$ cat config.mk
export PLATFORM = sky130hd
export DESIGN_NAME = glitch_detector
export DESIGN_NICKNAME = d
export VERILOG_FILES = /design/src/rtl/glitch_pkg.sv /design/src/rtl/glitch_detector_sat_counter.sv /design/src/rtl/glitch_detector.sv
export SDC_FILE = /design/constraint.sdc
export NUM_CORES = 1
export LEC_CHECK = 0
export BUFFER_PORTS_ARGS = -buffer_cell sky130_fd_sc_hd__buf_2
export CELL_PAD_IN_SITES_DETAIL_PLACEMENT = 1
export CELL_PAD_IN_SITES_GLOBAL_PLACEMENT = 1
export CORE_MARGIN = 3
export CORE_UTILIZATION = 32
export CTS_CLUSTER_DIAMETER = 100
export DETAILED_ROUTE_END_ITERATION = 12
export PLACE_DENSITY = 0.75
export SLEW_MARGIN = 20
export SYNTH_ARGS = -nofsm -noshare
export SYNTH_HDL_FRONTEND = slang
export SYNTH_SLANG_ARGS = --single-unit
$ cat constraint.sdc
create_clock -name clk -period 1.5 [get_ports clk]
set_input_delay 0.075 -clock clk [delete_from_list [all_inputs] [get_ports clk]]
set_output_delay 0.075 -clock clk [all_outputs]
set_load 0.02 [all_outputs]
$ cat src/rtl/glitch_pkg.sv
// Shared types and default constants for the glitch injector / detector pair.
package glitch_pkg;

    localparam int GLITCH_WIDTH = 8;
    localparam logic [GLITCH_WIDTH-1:0] GLITCH_PATTERN = 8'b10101010;

    typedef enum logic [1:0] {
        DET_OK      = 2'd0,
        DET_SUSPECT = 2'd1,
        DET_FAULT   = 2'd2
    } det_state_t;

endpackage

$ cat src/rtl/glitch_detector_sat_counter.sv
// Saturating up-counter with synchronous reset and clear; holds at all-ones.
module sat_counter #(
    parameter int WIDTH = 16
) (
    input  logic             clk,
    input  logic             reset,
    input  logic             clr,
    input  logic             inc,
    output logic [WIDTH-1:0] count
);

    always_ff @(posedge clk) begin
        if (reset || clr) begin
            count <= '0;
        end else if (inc && (count != {WIDTH{1'b1}})) begin
            count <= count + WIDTH'(1);
        end
    end

endmodule

$ cat src/rtl/glitch_detector.sv
// Compares a possibly-glitched word against its clean copy and latches a sticky fault
// after THRESHOLD consecutive mismatches. Optional capture outputs: GLITCH_DETECTOR_CAPTURE_EN.
module glitch_detector
    import glitch_pkg::*;
#(
    parameter int WIDTH     = GLITCH_WIDTH,
    parameter int THRESHOLD = 3,
    parameter int CNT_WIDTH = 16
) (
    input  logic                 clk,
    input  logic                 reset,
    input  logic                 valid,
    input  logic [WIDTH-1:0]     in_a,
    input  logic [WIDTH-1:0]     in_b,
    input  logic                 clear,
    output logic                 mismatch,
    output logic                 fault,
    output logic [1:0]           state,
    output logic [CNT_WIDTH-1:0] mismatch_count
`ifdef GLITCH_DETECTOR_CAPTURE_EN
    ,
    output logic [WIDTH-1:0]     cap_a,
    output logic [WIDTH-1:0]     cap_b,
    output logic [WIDTH-1:0]     cap_syndrome,
    output logic                 cap_valid
`endif
);

    localparam int SW = $clog2(THRESHOLD + 1);
    localparam logic [SW-1:0] THR = SW'(THRESHOLD);

    det_state_t    state_q, state_d;
    logic [SW-1:0] streak_q, streak_d;
    logic [SW-1:0] streak_inc;
    logic [WIDTH-1:0] diff;
    logic          hit;
    logic          enter_fault;

    assign diff       = in_a ^ in_b;
    assign hit        = valid && (diff != '0);
    assign streak_inc = streak_q + SW'(1);

    always_ff @(posedge clk) begin
        if (reset) begin
            state_q  <= DET_OK;
            streak_q <= '0;
        end else begin
            state_q  <= state_d;
            streak_q <= streak_d;
        end
    end

    // Invalid cycles fall through every branch untouched, so gaps never break a streak.
    always_comb begin
        state_d  = state_q;
        streak_d = streak_q;
        if (clear) begin
            state_d  = DET_OK;
            streak_d = '0;
        end else begin
            case (state_q)
                DET_OK: begin
                    if (hit) begin
                        streak_d = SW'(1);
                        state_d  = (THRESHOLD == 1) ? DET_FAULT : DET_SUSPECT;
                    end
                end
                DET_SUSPECT: begin
                    if (valid) begin
                        if (hit) begin
                            streak_d = streak_inc;
                            if (streak_inc == THR) begin
                                state_d = DET_FAULT;
                            end
                        end else begin
                            streak_d = '0;
                            state_d  = DET_OK;
                        end
                    end
                end
                DET_FAULT: begin
                    state_d = DET_FAULT;
                end
                default: begin
                    state_d  = DET_OK;
                    streak_d = '0;
                end
            endcase
        end
    end

    assign enter_fault = (state_q != DET_FAULT) && (state_d == DET_FAULT);

    always_ff @(posedge clk) begin
        if (reset) begin
            mismatch <= 1'b0;
        end else begin
            mismatch <= hit && !clear;
        end
    end

    assign state = state_q;
    assign fault = (state_q == DET_FAULT);

    sat_counter #(
        .WIDTH (CNT_WIDTH)
    ) u_mismatch_count (
        .clk   (clk),
        .reset (reset),
        .clr   (clear),
        .inc   (hit && !clear),
        .count (mismatch_count)
    );

`ifdef GLITCH_DETECTOR_CAPTURE_EN
    // Only the sample that tripped the fault is kept; later samples in FAULT do not overwrite it.
    always_ff @(posedge clk) begin
        if (reset || clear) begin
            cap_a        <= '0;
            cap_b        <= '0;
            cap_syndrome <= '0;
            cap_valid    <= 1'b0;
        end else if (enter_fault) begin
            cap_a        <= in_a;
            cap_b        <= in_b;
            cap_syndrome <= diff;
            cap_valid    <= 1'b1;
        end
    end
`else
    logic unused_enter_fault;
    assign unused_enter_fault = enter_fault;
`endif

endmodule

Yosys cells after proc, flatten, opt, wreduce, memory -nomap -nowiden
Cells that the tools add are included.
{"block": "op_classes", "n_addsub": 2, "n_eq_ne": 7, "n_mux": 8, "bitwise": 2, "n_reduce_logical": 10}
{"operator": "adder 16 x 1 -> 16 bit (second input constant)", "count": 1}
{"operator": "inequality test 16 bit (second input constant)", "count": 1}
{"operator": "2-to-1 mux 2 bit", "count": 6}
{"operator": "one-hot mux 2 bit (3 select lines)", "count": 2}
{"operator": "nonzero test 8 bit", "count": 1}
{"operator": "bitwise XOR 8 bit", "count": 1}
{"operator": "AND reduction 3 bit", "count": 2}
{"operator": "== test 2 bit (second input constant)", "count": 2}
{"operator": "inequality test 2 bit (second input constant)", "count": 2}
{"operator": "logical AND 1 bit", "count": 3}
{"operator": "inequality test 3 bit (second input constant)", "count": 1}
{"operator": "adder 2 x 1 -> 2 bit (second input constant)", "count": 1}
{"operator": "== test 2 x 1 -> 1 bit (second input constant)", "count": 1}
{"operator": "zero test 2 bit", "count": 1}
{"operator": "OR reduction 2 bit", "count": 1}
{"operator": "zero test 1 bit", "count": 1}
{"operator": "logical OR 1 bit", "count": 1}
{"operator": "NOT 1 bit", "count": 1}
{"block": "totals", "reg_bits": 21, "in_bits": 20, "output_inout_bits": 20, "wordCells": 33}

Longest topological paths before layout
Gate-level depths: netlist (run 1).
{"block": "logic_depth", "word_depth": 6, "ltp_mapped": 6}

Modules after synthesis
A second synthesis (run 1) with hierarchy kept.
{"block": "hier_totals", "hier_cells": 137, "area_unflattened_um2": 1184.9}
{"mod": "sat_counter", "n_inst": 1, "cells_per_inst": 95, "area_per_inst_um2": 847.1, "seq_area_each_um2": 320.3}
{"mod": "glitch_detector", "n_inst": 1, "cells_per_inst": 42, "area_per_inst_um2": 337.8, "seq_area_each_um2": 100.1}

Worst setup path after synthesis (run 1)
Ideal clock, no wire load.
{"block": "synth_path", "path_kind": "register -> register", "from": "register u_mismatch_count.count[0]", "to": "register u_mismatch_count.count[13]", "t_arrival_ns": 1.640, "t_required_ns": 1.430, "path_slack_ns": -0.210, "stages_incl_launch_ff": 6, "n_path_buf": 0, "period_less_slack_ns": 1.710, "path_cell_list": "dfxtp_1 -> ha_1 -> and4_1 -> and3_1 -> or4_1 -> a21oi_1"}
{"block": "synth_between", "elab_chain_cells": 2, "elab_cells_between_ends": 3, "classes_between": "add/sub (1); eq/ne (1); reduce/logical (1)"}
{"element": "start, declared", "line_no": "glitch_detector_sat_counter.sv:9", "source": "output logic [WIDTH-1:0] count"}
{"element": "start signal, assigned", "line_no": "glitch_detector_sat_counter.sv:16", "source": "count <= count + WIDTH'(1);"}
{"element": "parallel branches: the longest is 2 deep, another holds adder 16 x 1 -> 16 bit"}
Several ways; the timed one is not identified.
A chain may end at the register's enable or synchronous reset.

Worst setup path in the final report (run 1)
{"block": "layout_path", "from": "register u_mismatch_count.count[1]", "to": "register u_mismatch_count.count[13]"}
Same word-level chain as after synthesis.

==> results.ini, run 1 <==
[outcome]
status=finished, violations left
violations=negative setup slack

[sta]
period_needed_ns=1.61
slew_violations=0
post-route-period-util_pct=107
worst_slack_ns=-0.111
setup_viol=7
slew_headroom_pct=70.3
clock_skew_ns=0.00500
hold_viol=0
worst_pin_slew_ns=0.446
rsz0062_at_grt=yes
fmax_mhz=621

[place]
dp_slack_ns=-0.190
hpwl_um=3290
portBuffers=39
place_congestion=0.818

[routing]
wl_per_cell_um=16.0
vias=1439
routed_via_density=5.47
ant_nets=0
drtIter0Drc=51
wirelength_um=4220
firstDrtPassIters=4
drcViolationCount=0

[pwr]
sw_frac_of_total_pct=25.8
vdd_drop_max_v=0.000246
p_per_area_nw_per_um2=572
pwr-share-comb_pct=13.3
p_sw_mw=0.279
leakage_nw=0.797
seqPwrFrac_pct=51.0
internal_power_mw=0.804
clockPowerShare_pct=35.7
finalPower_mw=1.08

[cts]
clock_path_buffers=2
postCtsHoldBufs=0
cts-buffers-inserted=3
htreeDepth=1
clock_sinks=21
post_cts_buffers=0
cts_tree=built
clk_latency_ns=0.27
path_clk_slew_ns=0.08
root_buffer=clkbuf_8

[yosys]
synth_seq_area_share_pct=35.7
syn_inst=143
syn_area_um2=1180
synth_edf_count=0
ys_seq_elements=21
synth_nets=165
yosys.cell_types.count=37
async_flop_share_pct=0
synth_flop_cell=dfxtp_1
synth_area_per_cell_um2=8.24
ys.warnings.count=0

[final_layout]
fillCellCount=421
syn_to_final_growth_pct=60.6
nets=240
n_antenna_cell=0
drive_gt1_share_pct=55.3
multi_input_area_um2=837
seqCellArea_um2=464

[grt]
grt_pass1_wl_um=7110
grt-ovfl-total=0
grt_max_degree=20
grt_pass1_vias=1559
antenna_found_initial=0
grt_usage_pct=20.8

[floorplanning]
dieArea_um2=4450
fp.dieH_um=66.7
num_io_pins=40
initial_core_util_pct=34.2
rows=21
coreArea_um2=3440
die_w_um=66.7

[critical_path]
critPathMaxFanout=7
crit_path_end_kind=flip-flop
r2r_slack_ns=-0.11
critPathLaunchType=flip-flop
critPathKind=reg2reg
arrival_ns=1.81
cp.required_ns=1.70

[hold_path]
hold_class=in2reg

[run]
max_cap_violations=0

[per-stage QoR]
| stage | cell area (um2) | TNS, ns | cells | hold slack [ns] | utilization [%] |
|---|---|---|---|---|---|
| after global routing | 1890 | -1.03 | 263 | 0.183 | 55.0 |
| after global placement | 1760 | -0.516 | 259 | 0.443 | 51.2 |
| after detailed placement | 1760 | -1.12 | 259 | 0.457 | 51.2 |
| final | 1890 | -0.441 | 263 | 0.170 | 55.0 |
| after CTS | 1860 | -0.567 | 263 | 0.169 | 54.1 |
| after floorplan | 1270 | -0.0686 | 143 | 0.284 | - |
[per-layer routing]
metal	GRT usage [%]	routed length, um	up-vias
met5	0	0	-
met4	7.61	70	0
met3	2.87	158	7
met2	40.1	2170	37
met1	22.5	1820	699
li1	-	-	696
[Yosys cell counts, types with 2 or more instances]
| master | count | area share [%] |
|---|---|---|
| nor3_1 | 2 | 0.85 |
| a21oi_1 | 15 | 6.4 |
| or3_1 | 7 | 3.7 |
| clkbuf_1 | 3 | 0.96 |
| nand4_1 | 5 | 2.7 |
| and3_1 | 5 | 2.7 |
| o21ai_0 | 9 | 3.8 |
| buf_2 | 2 | 0.85 |
| inv_1 | 5 | 1.6 |
| a211o_1 | 2 | 1.5 |
| a21o_1 | 2 | 1.3 |
| nor4_1 | 3 | 1.6 |
| nand2_1 | 10 | 3.2 |
| dfxtp_1 | 21 | 36 |
| nor2_1 | 6 | 1.9 |
| ha_1 | 2 | 2.1 |
| or4_1 | 3 | 1.9 |
| nand3_1 | 5 | 2.1 |
| a31oi_1 | 2 | 1.1 |
| xnor2_1 | 8 | 5.9 |
| and4_1 | 5 | 3.7 |
| o31ai_1 | 5 | 3.2 |
| nand4b_1 | 2 | 1.5 |
[worst paths after layout]
kind / from / to / cells after the start
worst min register to register: streak_q[0] / streak_q[0] / 1
worst min-delay path: reset / u_mismatch_count.count[15] / 3
worst max register to register: u_mismatch_count.count[1] / u_mismatch_count.count[13] / 5
worst max-delay path: u_mismatch_count.count[1] / u_mismatch_count.count[13] / 5
[cell usage in the layout, fill, tap and decap left out, drive strengths merged, types with 2 or more instances in the layout]
cell type  synthesis  routed
and4               6       6
inv                5       5
nor2               6       6
nand3              5       5
nand4b             2       2
a211o              2       2
ha                 2       2
a21o               2       2
nand2             10      10
o21ai              9       9
buf                2      75
dfxtp             21      21
or4                3       3
clkbuf             3       3
o31ai              5       5
a31oi              2       2
a21oi             15      15
nor3               2       2
xnor2              8       8
and3               5       5
nor4               3       3
or3                7       7
nand4              5       5
[power groups by stage]
stage	Combinational [mW]	Clock (mW)	Sequential (mW)
2_1_floorplan	0.0577	0	0.570
3_3_place_gp	0.134	0	0.565
3_5_place_dp	0.140	0	0.566
4_1_cts	0.142	0.395	0.553
5_1_grt	0.160	0.421	0.553
6_report	0.144	0.387	0.553
[critical path: stages (launching register included)]
cell,delay (ns)
dfxtp_4,0.37
ha_4,0.16
and4_4,0.19
and3_4,0.19
or4_4,0.51
a21oi_2,0.11
[registers in the layout (all words and copies together) (netlist names)]
signal,cells
state,2
u_mismatch_count.count,16
mismatch,1
streak_q,2
[what timing repair did]
| item | in CTS | in global routing |
|---|---|---|
| resized for setup | 11 | 9 |
| pin swaps | 7 | 8 |
| endpoints found under the setup margin | 12 | 14 |
[final cells by class]
class / instances / area share, %
well taps: 46 / 3.04
clock buffers: 3 / 2.18
repair buffers: 75 / 24.8
flip-flops and latches: 21 / 24.5
inverters: 5 / 0.991
clock inverters: 1 / 0.264
multi-input cells: 112 / 44.2
[cells by family (layout without fill, tap and decap cells)]
family | count (synthesis) | in the layout | synth area share, %
compound gates | 43 | 43 | 23.0
xor+xnor | 8 | 8 | 5.95
fa+ha+maj | 2 | 2 | 2.12
buf+inv | 10 | 84 | 3.40
flops | 21 | 21 | 35.7
mux | 1 | 1 | 0.849
simple gates | 58 | 58 | 29.0
Note: power is estimated with default switching activity, not from simulation.
==> run 2, diff against run 1 <==
--- a/config.mk
+++ b/config.mk
@@ -12,6 +12,7 @@
 export CORE_UTILIZATION = 32
 export CTS_CLUSTER_DIAMETER = 100
 export DETAILED_ROUTE_END_ITERATION = 12
+export GPL_ROUTABILITY_DRIVEN = 0
 export PLACE_DENSITY = 0.75
 export SLEW_MARGIN = 20
 export SYNTH_ARGS = -nofsm -noshare
==> constraint.sdc (replaced) <==
create_clock -name clk -period 1.5 [get_ports clk]
set_input_delay 0 -clock clk [delete_from_list [all_inputs] [get_ports clk]]
set_output_delay 0 -clock clk [all_outputs]
set_load 0.02 [all_outputs]
==> run 2 against run 1 <==
The flow still finishes with violations (negative setup slack). Clock power decreased by 2%. First-iteration DRC count down 37%. Die area stayed put. Maximum frequency increased by 0.18%. Final cell count is 0.38% higher. Count of clock-buffer cells in the layout rose by 1. Routed wire length rose by 1.8%. Utilization increased by 0.80 points. Via count is 1.0% lower. Critical path depth is the same.
==> results.ini, run 2 (synthesis gave the netlist of run 1 again) <==
[cts]
path_clk_slew_ns=0.08  ; about the same
htreeDepth=1  ; unchanged
root_buffer=clkbuf_8
cts-buffers-inserted=3  ; unchanged
clk_latency_ns=0.26  ; about the same
cts_tree=built
clock_path_buffers=2  ; unchanged
clock_sinks=21  ; unchanged

[final_layout]
nets=241  ; +0.42%
largest_reg_flops=16  ; unchanged
drive_gt1_share_pct=55.0  ; -0.25 points
syn_to_final_growth_pct=63.0
fillCellCount=432  ; +2.6%
layout_commonest_cell=buf_2
mostFrequentLayoutCells=buf_2 (39), buf_4 (35), a21oi_1 (12)
n_antenna_cell=0  ; unchanged
top_register=u_mismatch_count.count

[grt]
grt_pass1_wl_um=6970  ; -2.0%
grt_pass1_vias=1555  ; -0.26%
antenna_found_initial=0  ; unchanged
grt_usage_pct=20.4  ; -0.37 points
grt-ovfl-total=0  ; unchanged
grt_max_degree=20  ; unchanged

[pwr]
p_per_area_nw_per_um2=559  ; -2.2%
sw_frac_of_total_pct=25.1  ; -0.69 points
seqPwrFrac_pct=51.4  ; +0.4 points
leakage_nw=0.795  ; -0.16%
internal_power_mw=0.804  ; +0.10%
p_sw_mw=0.270  ; -3.5%
pwr-share-comb_pct=13.4  ; about the same
vdd_drop_max_v=0.000290  ; +18%
clockPowerShare_pct=35.2  ; -0.5 points

[critical_path]
cp.required_ns=1.69  ; about the same
critPathLaunchType=flip-flop
worst_r2r_startpoint=u_mismatch_count.count[0]
cp_slowest_stage_delay_ns=0.51  ; about the same
critPathMaxFanout=8  ; +1
crit_path_end_kind=flip-flop
crit_chain=ha_4 > and4_1 > and3_4 > or4_4 > a21oi_2
r2r_slack_ns=-0.11  ; about the same
cp-startpoint=u_mismatch_count.count[0]
slowest_stage=or4_4
critPathKind=reg2reg
arrival_ns=1.80  ; about the same

[place]
portBuffers=39  ; unchanged
hpwl_um=3270  ; -0.49%
dp_slack_ns=-0.112  ; +0.0778 ns

[routing]
wl_per_cell_um=16.3  ; +1.4%
drtIter0Drc=32  ; -37%
drcViolationCount=0  ; unchanged
wirelength_um=4290  ; +1.8%
firstDrtPassIters=4  ; unchanged
ant_nets=0  ; unchanged
vias=1424  ; -1.0%
routed_via_density=5.39  ; -1.4%

[sta]
post-route-period-util_pct=107  ; -0.19 points
fin_hold_ws_ns=0.0987  ; -0.0710 ns
period_needed_ns=1.61  ; -0.00290 ns
tns_ns=-0.413  ; +0.0284 ns
worst_slack_ns=-0.108  ; +0.00290 ns
rsz0062_at_grt=yes
clock_skew_ns=0.00221  ; -0.00279 ns
fmax_mhz=622  ; +0.18%
slew_violations=0  ; unchanged
setup_viol=7  ; unchanged
worst_pin_slew_ns=0.498  ; +0.0523 ns
slew_headroom_pct=66.7  ; -3.6 points
hold_viol=0  ; unchanged

[hold_path]
holdCritStartpoint=reset
hold_class=in2reg

[floorplanning]
fp.dieH_um=66.7  ; unchanged
initial_core_util_pct=34.2  ; unchanged
rows=21  ; unchanged
num_io_pins=40  ; unchanged
dieArea_um2=4450  ; unchanged
die_w_um=66.7  ; unchanged
coreArea_um2=3440  ; unchanged

[run]
max_cap_violations=0  ; unchanged

[outcome]
status=finished, violations left
violations=negative setup slack

-- run 2: final cells by class --
type,count,area [um2],share of cell area (%)
Multi-Input combinational cell,112,853,44.4
Sequential cell,21,465,24.2
Inverter,5,18.8,0.977
Timing Repair Buffer,76,480,25.0
Tap cell,46,57.6,3.00
Clock buffer,4,45.0,2.35
-- run 2: power by group through the flow --
stage | clock network [mW] | logic, mW | registers, mW
after floorplan | 0 | 0.0577 | 0.570
after global placement | 0 | 0.130 | 0.565
after detailed placement | 0 | 0.137 | 0.566
after CTS | 0.389 | 0.140 | 0.553
after global routing | 0.413 | 0.159 | 0.554
final | 0.378 | 0.144 | 0.552
-- run 2: per-layer routing --
metal	part of all wire, %	vias up	GRT usage [%]
li1	-	700	-
met2	54	33	39.2
met3	3.3	7	2.19
met5	0	-	0
met4	1.6	0	7.11
met1	41	684	22.7
-- run 2: critical path: cells and delay by family, from the launching register on --
family	cells	cell delay (ns)
adder cells (fa/ha/maj)	1	0.16
flip-flops	1	0.36
AND/OR/NAND/NOR	3	0.88
AO/OA/AOI/OAI	1	0.12
-- run 2: worst paths after layout --
kind | end | cells past startpoint
setup / recovery | u_mismatch_count.count[13] | 5
hold reg to reg | streak_q[0] | 1
setup reg to reg | u_mismatch_count.count[13] | 5
hold / removal | u_mismatch_count.count[14] | 3
-- run 2: timing repair --
item / CTS / global route
hold buffers: 0 / 0
buffers inserted: 1 / 2
endpoints found under the setup margin: 10 / 14
cloned: 0 / 0
resized for setup: 7 / 16
pin swaps: 9 / 14
-- run 2: metrics by stage --
stage / cell area [um2] / instances / utilization (%) / power, mW
2_1_floorplan: 1270 / 143 / - / 0.628
3_3_place_gp: 1750 / 257 / 50.8 / 0.694
3_5_place_dp: 1750 / 257 / 50.8 / 0.702
4_1_cts: 1840 / 262 / 53.4 / 1.08
5_1_grt: 1920 / 264 / 55.8 / 1.13
6_report: 1920 / 264 / 55.8 / 1.07
